==> config.mk <==
export PLATFORM = sky130hd
export DESIGN_NAME = sdr_tune_ctrl
export DESIGN_NICKNAME = d
export VERILOG_FILES = /design/src/rtl/sdr_tune_ctrl.sv
export SDC_FILE = /design/constraint.sdc
export NUM_CORES = 1
export LEC_CHECK = 0
export ABC_CLOCK_PERIOD_IN_PS = 2430
export CAP_MARGIN = 30
export CORE_MARGIN = 2
export CORE_UTILIZATION = 40
export DETAILED_ROUTE_END_ITERATION = 7
export PLACE_DENSITY = 0.71
export SYNTH_ARGS = -nofsm -noshare
export SYNTH_HDL_FRONTEND = slang
export SYNTH_SLANG_ARGS = --single-unit
==> constraint.sdc <==
create_clock -name clk -period 2.43 [get_ports clk]
set_clock_uncertainty 0.1 [all_clocks]
set_input_delay 0.243 -clock clk [delete_from_list [all_inputs] [get_ports clk]]
set_output_delay 0.243 -clock clk [all_outputs]
set_load 0.005 [all_outputs]
==> src/rtl/sdr_tune_ctrl.sv <==
// UART command-frame parser that validates framed config writes and atomically
// updates the NCO phase increment and CIC decimation ratio, answering ACK/NAK.
module sdr_tune_ctrl #(
    parameter logic [63:0] RESET_PHASE_INC = 64'h1B1B4294E949F45,
    parameter logic [15:0] RESET_DECIM     = 16'd4096,
    parameter int unsigned TIMEOUT_CYCLES  = 2_000_000
) (
    input  logic        clk,
    input  logic        rst,
    input  logic        rx_dv,
    input  logic [7:0]  rx_byte,
    input  logic        tx_active,
    input  logic        tx_done,
    output logic        tx_dv,
    output logic [7:0]  tx_byte,
    output logic [63:0] phase_inc,
    output logic [15:0] decim_ratio,
    output logic        cfg_update,
    output logic        frame_err
);

    localparam logic [7:0] SYNC_BYTE    = 8'hA5;
    localparam logic [7:0] ACK_BYTE     = 8'h06;
    localparam logic [7:0] NAK_BYTE     = 8'h15;
    localparam logic [7:0] CMD_PHASE    = 8'h01;
    localparam logic [7:0] CMD_DECIM    = 8'h02;
    localparam logic [7:0] CMD_DEFAULTS = 8'h03;

    typedef enum logic [2:0] {
        IDLE, CMD, PAYLOAD, CHECK, APPLY, RESP, WAIT_TX
    } state_t;

    state_t      state_q, state_d;
    logic [7:0]  cmd_q, cmd_d;
    logic [3:0]  count_q, count_d;
    logic [7:0]  xor_q, xor_d;
    logic [63:0] stage_q, stage_d;
    logic [31:0] gap_q, gap_d;
    logic        pending_q, pending_d;
    logic        nak_q, nak_d;
    logic [63:0] phase_q, phase_d;
    logic [15:0] decim_q, decim_d;
    logic        tx_dv_q, tx_dv_d;
    logic [7:0]  tx_byte_q, tx_byte_d;
    logic        cfg_update_q, cfg_update_d;
    logic        frame_err_q, frame_err_d;
    logic        in_frame;
    logic        timeout;

    assign in_frame = (state_q == CMD) || (state_q == PAYLOAD) || (state_q == CHECK);
    // A pending CHECK decision resolves next cycle, so it is exempt from timeout.
    assign timeout  = in_frame && !pending_q && !rx_dv
                   && (gap_q == TIMEOUT_CYCLES - 32'd1);

    // NOTE: every signal assigned here gets a default first, so no path leaves
    // a variable unassigned and no latch is inferred.
    always_comb begin
        state_d      = state_q;
        cmd_d        = cmd_q;
        count_d      = count_q;
        xor_d        = xor_q;
        stage_d      = stage_q;
        pending_d    = pending_q;
        nak_d        = nak_q;
        phase_d      = phase_q;
        decim_d      = decim_q;
        tx_byte_d    = tx_byte_q;
        tx_dv_d      = 1'b0;
        cfg_update_d = 1'b0;
        frame_err_d  = 1'b0;
        gap_d        = '0;

        if (in_frame && !rx_dv) begin
            gap_d = gap_q + 32'd1;
        end

        unique case (state_q)
            IDLE: begin
                if (rx_dv && rx_byte == SYNC_BYTE) begin
                    state_d = CMD;
                end
            end
            CMD: begin
                if (rx_dv) begin
                    cmd_d     = rx_byte;
                    xor_d     = rx_byte;
                    pending_d = 1'b0;
                    nak_d     = 1'b0;
                    case (rx_byte)
                        CMD_PHASE: begin
                            count_d = 4'd8;
                            state_d = PAYLOAD;
                        end
                        CMD_DECIM: begin
                            count_d = 4'd2;
                            state_d = PAYLOAD;
                        end
                        CMD_DEFAULTS: begin
                            count_d = 4'd0;
                            state_d = CHECK;
                        end
                        default: begin
                            // Reuse the CHECK decision cycle to issue the NAK.
                            count_d   = 4'd0;
                            pending_d = 1'b1;
                            nak_d     = 1'b1;
                            state_d   = CHECK;
                        end
                    endcase
                end
            end
            PAYLOAD: begin
                if (rx_dv) begin
                    stage_d = {stage_q[55:0], rx_byte};
                    xor_d   = xor_q ^ rx_byte;
                    count_d = count_q - 4'd1;
                    if (count_q == 4'd1) begin
                        state_d = CHECK;
                    end
                end
            end
            CHECK: begin
                if (pending_q) begin
                    pending_d = 1'b0;
                    if (nak_q || (cmd_q == CMD_DECIM && stage_q[15:0] < 16'd2)) begin
                        frame_err_d = 1'b1;
                        tx_byte_d   = NAK_BYTE;
                        state_d     = RESP;
                    end else begin
                        state_d = APPLY;
                    end
                end else if (rx_dv) begin
                    nak_d     = (rx_byte != xor_q);
                    pending_d = 1'b1;
                end
            end
            APPLY: begin
                case (cmd_q)
                    CMD_PHASE: phase_d = stage_q;
                    CMD_DECIM: decim_d = stage_q[15:0];
                    default: begin
                        phase_d = RESET_PHASE_INC;
                        decim_d = RESET_DECIM;
                    end
                endcase
                cfg_update_d = 1'b1;
                tx_byte_d    = ACK_BYTE;
                state_d      = RESP;
            end
            RESP: begin
                if (!tx_active) begin
                    tx_dv_d = 1'b1;
                    state_d = WAIT_TX;
                end
            end
            WAIT_TX: begin
                if (tx_done) begin
                    state_d = IDLE;
                end
            end
            default: state_d = IDLE;
        endcase

        if (timeout) begin
            frame_err_d = 1'b1;
            state_d     = IDLE;
        end
    end

    // NOTE: sequential state uses non-blocking assignments so every register
    // samples the pre-edge values regardless of statement order.
    always_ff @(posedge clk) begin
        if (rst) begin
            state_q      <= IDLE;
            cmd_q        <= '0;
            count_q      <= '0;
            xor_q        <= '0;
            stage_q      <= '0;
            gap_q        <= '0;
            pending_q    <= 1'b0;
            nak_q        <= 1'b0;
            phase_q      <= RESET_PHASE_INC;
            decim_q      <= RESET_DECIM;
            tx_dv_q      <= 1'b0;
            tx_byte_q    <= 8'h00;
            cfg_update_q <= 1'b0;
            frame_err_q  <= 1'b0;
        end else begin
            state_q      <= state_d;
            cmd_q        <= cmd_d;
            count_q      <= count_d;
            xor_q        <= xor_d;
            stage_q      <= stage_d;
            gap_q        <= gap_d;
            pending_q    <= pending_d;
            nak_q        <= nak_d;
            phase_q      <= phase_d;
            decim_q      <= decim_d;
            tx_dv_q      <= tx_dv_d;
            tx_byte_q    <= tx_byte_d;
            cfg_update_q <= cfg_update_d;
            frame_err_q  <= frame_err_d;
        end
    end

    assign tx_dv       = tx_dv_q;
    assign tx_byte     = tx_byte_q;
    assign phase_inc   = phase_q;
    assign decim_ratio = decim_q;
    assign cfg_update  = cfg_update_q;
    assign frame_err   = frame_err_q;

endmodule

==> flow_metrics.py, run 1 <==
metrics = {
    "worst_setup_path": {
        "crit_slowest_cell": "or4_4",
        "cp_max_fo": 8,
        "end_kind": "flip-flop",
        "critPathMaxStageDelay_ns": 0.60,
        "crit_buf_inv": 0,
        "startpoint_type": "flip-flop",
        "r2r_start": "gap_q[2]$_SDFF_PP0_",
        "r2r_end": "gap_q[29]$_SDFF_PP0_",
        "critPathKind": "reg2reg",
        "arrival_ns": 2.56,
        "path_cells": "and4_1 > nand3_4 > or4_4 > or4_1 > nand2_1",
        "rr_worst_depth": 5,
        "crit_family": "simple AND/OR/NAND/NOR gates",
        "reg2reg_setup_slack_ns": 0.22,
        "required_ns": 2.77,
    },
    "sta": {
        "tightest_slew_ns": 0.976,
        "slew_headroom_pct": 34.8,
        "final.setup.worst_slack_ns": 0.219,
        "period_share_pct": 91.0,
        "hold_viol": 0,
        "tns_ns": 0,
        "rsz0062_at_grt": "false",
        "slew_viol_final": 0,
        "period_minus_slack_ns": 2.21,
        "setup_violations": 0,
        "max_freq_ghz": 0.452,
    },
    "die": {
        "core_sq_um": 20200,
        "die-area_sq_um": 21600,
        "start_util_pct": 40.6,
        "die_y_microns": 147,
        "fp-row-count": 52,
        "fp.dieW_microns": 147,
        "ioPinCount": 104,
    },
    "yosys": {
        "yosys-mux-area-fraction_pct": 0.138,
        "async_flop_share_pct": 0,
        "synth_compound_area_share_pct": 12.0,
        "synth_fa_ha_area_share_pct": 0.459,
        "synth-simple-area-share_pct": 27.9,
        "synthCells": 1022,
        "synth_area_per_cell_sq_um": 8.00,
        "ys_seq_elements": 207,
        "synth-edff-count": 0,
        "syn_area_sq_um": 8180,
        "synth-main-ff-cell": "dfxtp_1",
        "synth_xor_area_share_pct": 4.60,
        "ys_types": 52,
        "yosys.area.top_type": "dfxtp_1",
        "yosysSeqAreaShare_pct": 50.7,
        "yosys-top-cells-area": "dfxtp_1 (51%), nand2_1 (11%), a21oi_1 (8.1%)",
        "synth_top_cell_area_share_pct": 50.7,
        "yosys_warnings": 0,
        "synth_top_family_by_area": "simple AND/OR/NAND/NOR gates",
    },
    "drt": {
        "dr.pass1.iters": 5,
        "postRouteAntennaNets": 0,
        "via_per_inst": 5.22,
        "routedWlPerCell_microns": 15.3,
        "drc": 0,
        "num_vias": 7256,
        "drtIter0Drc": 588,
        "routed_wl_microns": 21200,
    },
    "global_routing": {
        "gr-usage-all-layers_pct": 19.3,
        "grt_pass1_vias": 6712,
        "grt-ovfl-total": 0,
        "antenna_found_initial": 0,
        "grt_max_degree": 93,
        "grt_pass1_wl_microns": 34500,
    },
    "cells_and_area": {
        "n_antenna_cell": 0,
        "final_common_cell": "nand2_1",
        "stdcell_area_sq_um": 10300,
        "final_util_pct": 51.2,
        "nets": 1121,
        "fin_cells": 1391,
        "area_growth_pct": 26.2,
        "multiInputGateArea_sq_um": 3730,
        "drive_above_1_share_pct": 7.23,
        "seq_area_sq_um": 4140,
        "nFillCells": 1966,
        "mostFrequentLayoutCells": "nand2_1 (233), dfxtp_1 (207), a21oi_1 (133), clkdlybuf4s50_1 (98), nor2_1 (74)",
    },
    "clock_network": {
        "cts_resized": 0,
        "hold_buffers": 0,
        "cts_tree": "done",
        "cts_root_buf": "clkbuf_16",
        "cts.sinks": 207,
        "cts_buffer_depth": 3,
        "worstSkewPairLatency_ns": 0.51,
        "clkTransAtPathRegs_ns": 0.06,
        "cts_max_level": 1,
        "cts_buffers": 23,
        "cts_setup_buffers": 0,
    },
    "placed_design": {
        "dp_hpwl_microns": 13700,
        "gp_congestion": 0.821,
        "place_inst": 1350,
        "io_buffers": 99,
        "dpl_cell_area_sq_um": 9530,
        "pre_cts_ws_ns": 0.221,
    },
    "hold_path": {
        "holdCritStartpoint": "rst",
        "hold_end": "count_q[0]$_SDFFE_PP0P_",
        "hold_path_depth": 2,
        "hold_path.class": "in2reg",
    },
    "power_and_ir_drop": {
        "leakage_nw": 3.34,
        "vdd_ir_drop_max_uv": 597,
        "power_density_nw_per_um2": 721,
    },
    "status": {
        "status": "finished, final reports clean",
    },
    "run": {
        "maxCapViolCount": 0,
    },
}
-- state kept, by name, indices dropped and copies added, names as in the netlist, 3 cells and up --
name	count
cmd_q	8
count_q	4
decim_ratio	16
gap_q	32
phase_inc	64
stage_q	64
state_q	3
tx_byte	3
xor_q	8
-- kinds of logic after synthesis --
group	count (synthesis)
adder cells (fa/ha/maj)	3
flip-flops	207
other	1
buffers and inverters	82
multiplexers	1
AO/OA/AOI/OAI	186
AND/OR/NAND/NOR	499
XOR/XNOR	43
-- layout make-up --
type	instances	share of cell area [%]
Clock inverter	12	1.77
Timing Repair Buffer	129	12.5
Inverter	8	0.291
Tap cell	270	3.27
Multi-Input combinational cell	736	36.1
Sequential cell	207	40.1
Clock buffer	29	5.89
-- how the worst max path moves through the flow --
stage | start | to | slack [ns] | cells after the start
after floorplan | gap_q[0]$_SDFF_PP0_ | gap_q[28]$_SDFF_PP0_ | 0.44 | 5
after global routing | cmd_q[7]$_SDFFE_PP0P_ | phase_inc[5]$_SDFFE_PP0P_ | 0.002 | 7
final | gap_q[2]$_SDFF_PP0_ | gap_q[29]$_SDFF_PP0_ | 0.22 | 5
after global placement | gap_q[2]$_SDFF_PP0_ | gap_q[27]$_SDFF_PP0_ | 0.28 | 5
after CTS | cmd_q[7]$_SDFFE_PP0P_ | phase_inc[4]$_SDFFE_PP0P_ | 0.19 | 7
after detailed placement | cmd_q[7]$_SDFFE_PP0P_ | phase_inc[4]$_SDFFE_PP0P_ | 0.22 | 7
-- stage by stage --
| step | total power [mW] | hold slack (ns) |
|---|---|---|
| floorplan | 3.76 | 0.220 |
| global placement | 3.88 | 0.338 |
| detailed placement | 3.88 | 0.345 |
| CTS | 7.50 | 0.114 |
| global route | 7.66 | 0.148 |
| finish | 7.45 | 0.130 |
-- cells in the mapped netlist (3+ instances only) --
library cell    n
a211oi_1        3
a21oi_1       133
and3_1          6
and4_1          5
buf_2           5
buf_4           6
clkbuf_1       62
dfxtp_1       207
ha_1            3
inv_1           6
nand2_1       235
nand2b_1        5
nand3_1        66
nand4_1        10
nor2_1         75
nor3_1         49
nor4_1         14
nor4b_1         5
o211ai_1        4
o21ai_0         4
o21ai_1        30
o31ai_1         3
or3_1           5
or4_1           5
xnor2_1        32
xor2_1         11
-- report_power, final --
group	total, mW	internal, mW	leakage [nW]	switching (mW)
clock network	3.63	2.22	0.380	1.42
registers	3.45	3.42	1.67	0.0264
logic	0.362	0.127	1.29	0.235
total	7.45	5.77	3.34	1.68
-- metal layers --
metal  vias to the layer above  wire, microns  track usage, %
met5                         -              0               0
met4                         0            592            6.39
met3                        49           1370            4.35
met2                       191           9590            30.1
met1                      3372           9680            26.6
li1                       3644              -               -
Note: power is estimated with default switching activity, not from simulation.
==> inputs of run 2 (changes only) <==
GPL_TIMING_DRIVEN = 0   (was unset)
SETUP_SLACK_MARGIN = 0.1   (was unset)
==> flow_metrics.py, run 2 (same netlist as run 1, synthesis figures left out) <==
metrics = {
    "cells_and_area": {
        "drive_above_1_share_pct": 6.79,
        "mostFrequentLayoutCells": "nand2_1 (234), dfxtp_1 (207), a21oi_1 (133), clkdlybuf4s50_1 (96), nor2_1 (73)",
        "area_growth_pct": 26.1,
        "nets": 1164,
        "final_common_cell": "nand2_1",
        "stdcell_area_sq_um": 10300,
    },
    "placed_design": {
        "dp_hpwl_microns": 15500,
        "dpl_cell_area_sq_um": 9490,
        "gp_congestion": 0.929,
        "io_buffers": 96,
        "pre_cts_ws_ns": -0.178,
    },
    "worst_setup_path": {
        "critPathKind": "reg2reg",
        "crit_slowest_cell": "nor4_2",
        "crit_buf_inv": 1,
        "arrival_ns": 2.59,
        "critPathMaxStageDelay_ns": 0.42,
        "reg2reg_setup_slack_ns": 0.17,
        "path_cells": "nor4_2 > nand4b_1 > nand2_2 > clkbuf_1 > nand2_1 > a21oi_1",
        "cp_max_fo": 10,
        "rr_worst_depth": 6,
        "end_kind": "flip-flop",
        "r2r_start": "cmd_q[7]$_SDFFE_PP0P_",
        "crit_family": "simple AND/OR/NAND/NOR gates",
        "required_ns": 2.76,
        "startpoint_type": "flip-flop",
        "r2r_end": "phase_inc[59]$_SDFFE_PP0P_",
    },
    "clock_network": {
        "clkTransAtPathRegs_ns": 0.06,
        "cts.sinks": 207,
        "cts_buffer_depth": 3,
        "cts_max_level": 1,
        "cts_tree": "done",
        "hold_buffers": 0,
        "cts_root_buf": "clkbuf_16",
        "cts_buffers": 24,
        "worstSkewPairLatency_ns": 0.51,
    },
    "drt": {
        "routedWlPerCell_microns": 15.1,
        "drtIter0Drc": 491,
        "num_vias": 7458,
        "dr.pass1.iters": 5,
        "drc": 0,
        "routed_wl_microns": 21700,
        "via_per_inst": 5.20,
        "postRouteAntennaNets": 0,
    },
    "die": {
        "start_util_pct": 40.6,
        "ioPinCount": 104,
        "core_sq_um": 20200,
        "die_y_microns": 147,
        "fp.dieW_microns": 147,
        "fp-row-count": 52,
        "die-area_sq_um": 21600,
    },
    "hold_path": {
        "hold_end": "cmd_q[0]$_SDFFE_PP0P_",
        "hold_path.class": "in2reg",
        "hold_path_depth": 3,
        "holdCritStartpoint": "rx_byte[0]",
    },
    "global_routing": {
        "grt-ovfl-total": 0,
        "antenna_found_initial": 1,
        "grt_max_degree": 13,
        "gr-usage-all-layers_pct": 19.9,
        "grt_pass1_wl_microns": 35500,
        "grt_pass1_vias": 7060,
    },
    "sta": {
        "period_minus_slack_ns": 2.26,
        "tns_ns": 0,
        "tightest_slew_ns": 0.783,
        "slew_viol_final": 0,
        "setup_violations": 0,
        "max_freq_ghz": 0.442,
        "hold_viol": 0,
        "final.setup.worst_slack_ns": 0.170,
        "rsz0062_at_grt": "true",
        "slew_headroom_pct": 47.5,
        "period_share_pct": 93.0,
        "whs_ns": 0.0881,
    },
    "run": {
        "maxCapViolCount": 0,
    },
    "power_and_ir_drop": {
        "power_mw": 7.21,
        "power_density_nw_per_um2": 699,
        "leakage_nw": 3.34,
        "vdd_ir_drop_max_uv": 482,
    },
    "status": {
        "status": "finished, final reports clean",
    },
}
## run 2: repair_timing
item                                   CTS  global route
setup endpoints to repair               71           135
gates resized for setup                  6            30
endpoints found under the hold margin    0             0
buffers inserted                         0             1
pin swaps                                0             1
## run 2: worst max-delay path by stage
stage                                  startpoint                         end  slack [ns]  cells after the start
final                       cmd_q[7]$_SDFFE_PP0P_  phase_inc[59]$_SDFFE_PP0P_        0.17                      6
after floorplan               gap_q[0]$_SDFF_PP0_        gap_q[28]$_SDFF_PP0_        0.44                      5
after global routing        cmd_q[7]$_SDFFE_PP0P_  phase_inc[59]$_SDFFE_PP0P_        0.03                      6
after CTS                 state_q[2]$_SDFFE_PP0P_    stage_q[62]$_SDFFE_PP0P_        0.15                      7
after detailed placement  state_q[2]$_SDFFE_PP0P_  phase_inc[33]$_SDFFE_PP0P_       -0.18                      7
after global placement    state_q[2]$_SDFFE_PP0P_  phase_inc[45]$_SDFFE_PP1P_       -0.20                      7
## run 2: per-layer routing
metal | share of wire [%] | GRT usage (%) | up-vias | routed length (microns)
met5 | 0 | 0 | - | 0
met4 | 2.0 | 5.14 | 0 | 431
met3 | 6.2 | 3.57 | 33 | 1350
met2 | 46 | 33.1 | 215 | 9990
met1 | 46 | 26.9 | 3469 | 9950
li1 | - | - | 3741 | -
## run 2: area by class of cell
cell class | instances | area (sq um)
Tap cell | 270 | 338
Antenna cell | 1 | 2.50
Clock inverter | 6 | 43.8
Timing Repair Buffer | 97 | 981
Multi-Input combinational cell | 736 | 3740
Buffer | 74 | 324
Sequential cell | 207 | 4140
Clock buffer | 36 | 716
Inverter | 8 | 30.0
Fill cell | 1937 | 9850
## run 2: worst reg2reg max path: cells and delay by family, from the launching register on
family,cells,cell delay [ns]
AO/OA/AOI/OAI,1,0.14
buffers and inverters,1,0.37
flip-flops,1,0.32
AND/OR/NAND/NOR,4,1.25
## run 2: power breakdown
group / leakage, nW / internal (mW) / switching [mW]
combinational: 1.29 / 0.114 / 0.235
sequential: 1.67 / 3.42 / 0.0314
clock: 0.375 / 2.03 / 1.37
## run 2: metrics by stage
| stage | cells | utilization [%] |
|---|---|---|
| after floorplan | 1025 | - |
| after global placement | 1391 | 47.0 |
| after detailed placement | 1391 | 47.0 |
| after CTS | 1433 | 50.9 |
| after global routing | 1434 | 51.1 |
| final | 1435 | 51.1 |
==> inputs of run 3 (changes only) <==
MAX_ROUTING_LAYER = met4   (was unset)
==> flow_metrics.py, run 3 (same netlist as run 1, synthesis figures left out) <==
metrics = {
    "sta": {
        "slew_headroom_pct": 60.5,
        "period_share_pct": 90.8,
        "final.setup.worst_slack_ns": 0.225,
        "period_minus_slack_ns": 2.21,
        "max_freq_ghz": 0.453,
        "setup_violations": 0,
        "hold_viol": 0,
        "slew_viol_final": 0,
        "tightest_slew_ns": 0.593,
        "rsz0062_at_grt": "true",
    },
    "clock_network": {
        "cts_buffers": 22,
        "cts_setup_buffers": 0,
        "cts.sinks": 207,
        "cts_buffer_depth": 3,
        "worstSkewPairLatency_ns": 0.50,
        "cts_tree": "done",
        "cts_root_buf": "clkbuf_16",
        "clkTransAtPathRegs_ns": 0.06,
        "cts_max_level": 1,
    },
    "die": {
        "die_y_microns": 147,
        "core_sq_um": 20200,
        "fp.dieW_microns": 147,
        "die-area_sq_um": 21600,
        "ioPinCount": 104,
        "start_util_pct": 40.6,
        "fp-row-count": 52,
    },
    "drt": {
        "dr.pass1.iters": 6,
        "num_vias": 7498,
        "via_per_inst": 5.24,
        "routed_wl_microns": 21900,
        "routedWlPerCell_microns": 15.3,
        "postRouteAntennaNets": 0,
        "drtIter0Drc": 590,
        "drc": 0,
    },
    "placed_design": {
        "pre_cts_ws_ns": -0.179,
        "io_buffers": 96,
        "dp_hpwl_microns": 15500,
        "gp_congestion": 0.915,
    },
    "worst_setup_path": {
        "reg2reg_setup_slack_ns": 0.22,
        "endpoint": "decim_ratio[11]$_SDFFE_PP0P_",
        "rr_worst_depth": 7,
        "arrival_ns": 2.52,
        "cp_max_fo": 10,
        "r2r_end": "decim_ratio[11]$_SDFFE_PP0P_",
        "end_kind": "flip-flop",
        "required_ns": 2.75,
        "critPathKind": "reg2reg",
        "cp-startpoint": "state_q[2]$_SDFFE_PP0P_",
        "startpoint_type": "flip-flop",
        "r2r_start": "state_q[2]$_SDFFE_PP0P_",
    },
    "hold_path": {
        "hold_path.class": "in2reg",
        "holdCritStartpoint": "rx_byte[0]",
    },
    "global_routing": {
        "grt-ovfl-total": 0,
        "grt_pass1_wl_microns": 35300,
        "grt_max_degree": 14,
        "antenna_found_initial": 0,
        "grt_pass1_vias": 6894,
        "gr-usage-all-layers_pct": 20.4,
    },
    "cells_and_area": {
        "drive_above_1_share_pct": 6.98,
        "final_common_cell": "nand2_1",
        "area_growth_pct": 25.9,
        "n_antenna_cell": 0,
        "final_util_pct": 51.0,
        "mostFrequentLayoutCells": "nand2_1 (234), dfxtp_1 (207), a21oi_1 (133), clkdlybuf4s50_1 (96), nor2_1 (73)",
        "nets": 1161,
    },
    "power_and_ir_drop": {
        "power_density_nw_per_um2": 705,
        "vdd_ir_drop_max_uv": 439,
        "leakage_nw": 3.35,
        "power_mw": 7.26,
    },
    "status": {
        "status": "finished, final reports clean",
    },
    "run": {
        "maxCapViolCount": 0,
    },
}
-- run 3: cell types whose count changed in the layout (fill, tap and decap cells not counted), sizes merged --
cell      previous run  this run
buf                 15        12
bufinv               0         3
clkbuf              96        93
clkinv               5         6
clkinvlp             1         0
diode                1         0
-- run 3: how the worst min path moves through the flow --
stage	end	slack, ns	depth (start not counted)
finish	stage_q[0]$_SDFFE_PP0P_	0.08	3
global route	stage_q[1]$_SDFFE_PP0P_	0.11	3
CTS	stage_q[0]$_SDFFE_PP0P_	0.07	3
detailed placement	phase_inc[36]$_SDFFE_PP0P_	0.35	2
global placement	decim_ratio[3]$_SDFFE_PP0P_	0.34	2
floorplan	tx_dv$_SDFF_PP0_	0.22	1
-- run 3: where the power goes --
group / leakage, nW / internal [mW] / total [mW] / switching [mW]
Sequential: 1.67 / 3.42 / 3.46 / 0.0323
Clock: 0.371 / 2.11 / 3.45 / 1.33
Combinational: 1.31 / 0.115 / 0.353 / 0.239
-- run 3: cell type report --
cell class / count / area [sq um]
Fill cell: 1907 / 9870
Multi-Input combinational cell: 736 / 3740
Clock inverter: 9 / 120
Inverter: 8 / 30.0
Timing Repair Buffer: 96 / 961
Buffer: 74 / 332
Clock buffer: 31 / 626
Tap cell: 270 / 338
Sequential cell: 207 / 4140
-- run 3: stage by stage --
step / hold slack, ns / setup TNS, ns / cells / area, sq um
finish: 0.0819 / 0 / 1431 / 10300
global route: 0.114 / 0 / 1431 / 10300
CTS: 0.0739 / 0 / 1431 / 10300
detailed placement: 0.348 / -9.31 / 1391 / 9490
global placement: 0.340 / -9.60 / 1391 / 9490
floorplan: 0.220 / 0 / 1025 / 8190
-- run 3: metal layers --
layer / vias to the layer above / track usage (%) / share of wire [%]
met1: 3513 / 27.6 / 46
met4: 0 / 5.53 / 2.4
li1: 3715 / - / -
met3: 35 / 3.14 / 5.6
met5: - / - / 0
met2: 235 / 32.2 / 46
-- run 3: repair_timing --
item                                   CTS  global route
hold buffers                             0             0
setup endpoints to repair               70           138
endpoints found under the hold margin    0             0
resized for setup                        6            41
-- run 3: critical path, cell delays in order (launching register included) --
cell	delay, ns
dfxtp_1	0.49
nand2b_1	0.16
or2_0	0.21
clkbuf_1	0.23
nor2_2	0.36
clkbuf_2	0.28
nand3_1	0.12
a21oi_1	0.17
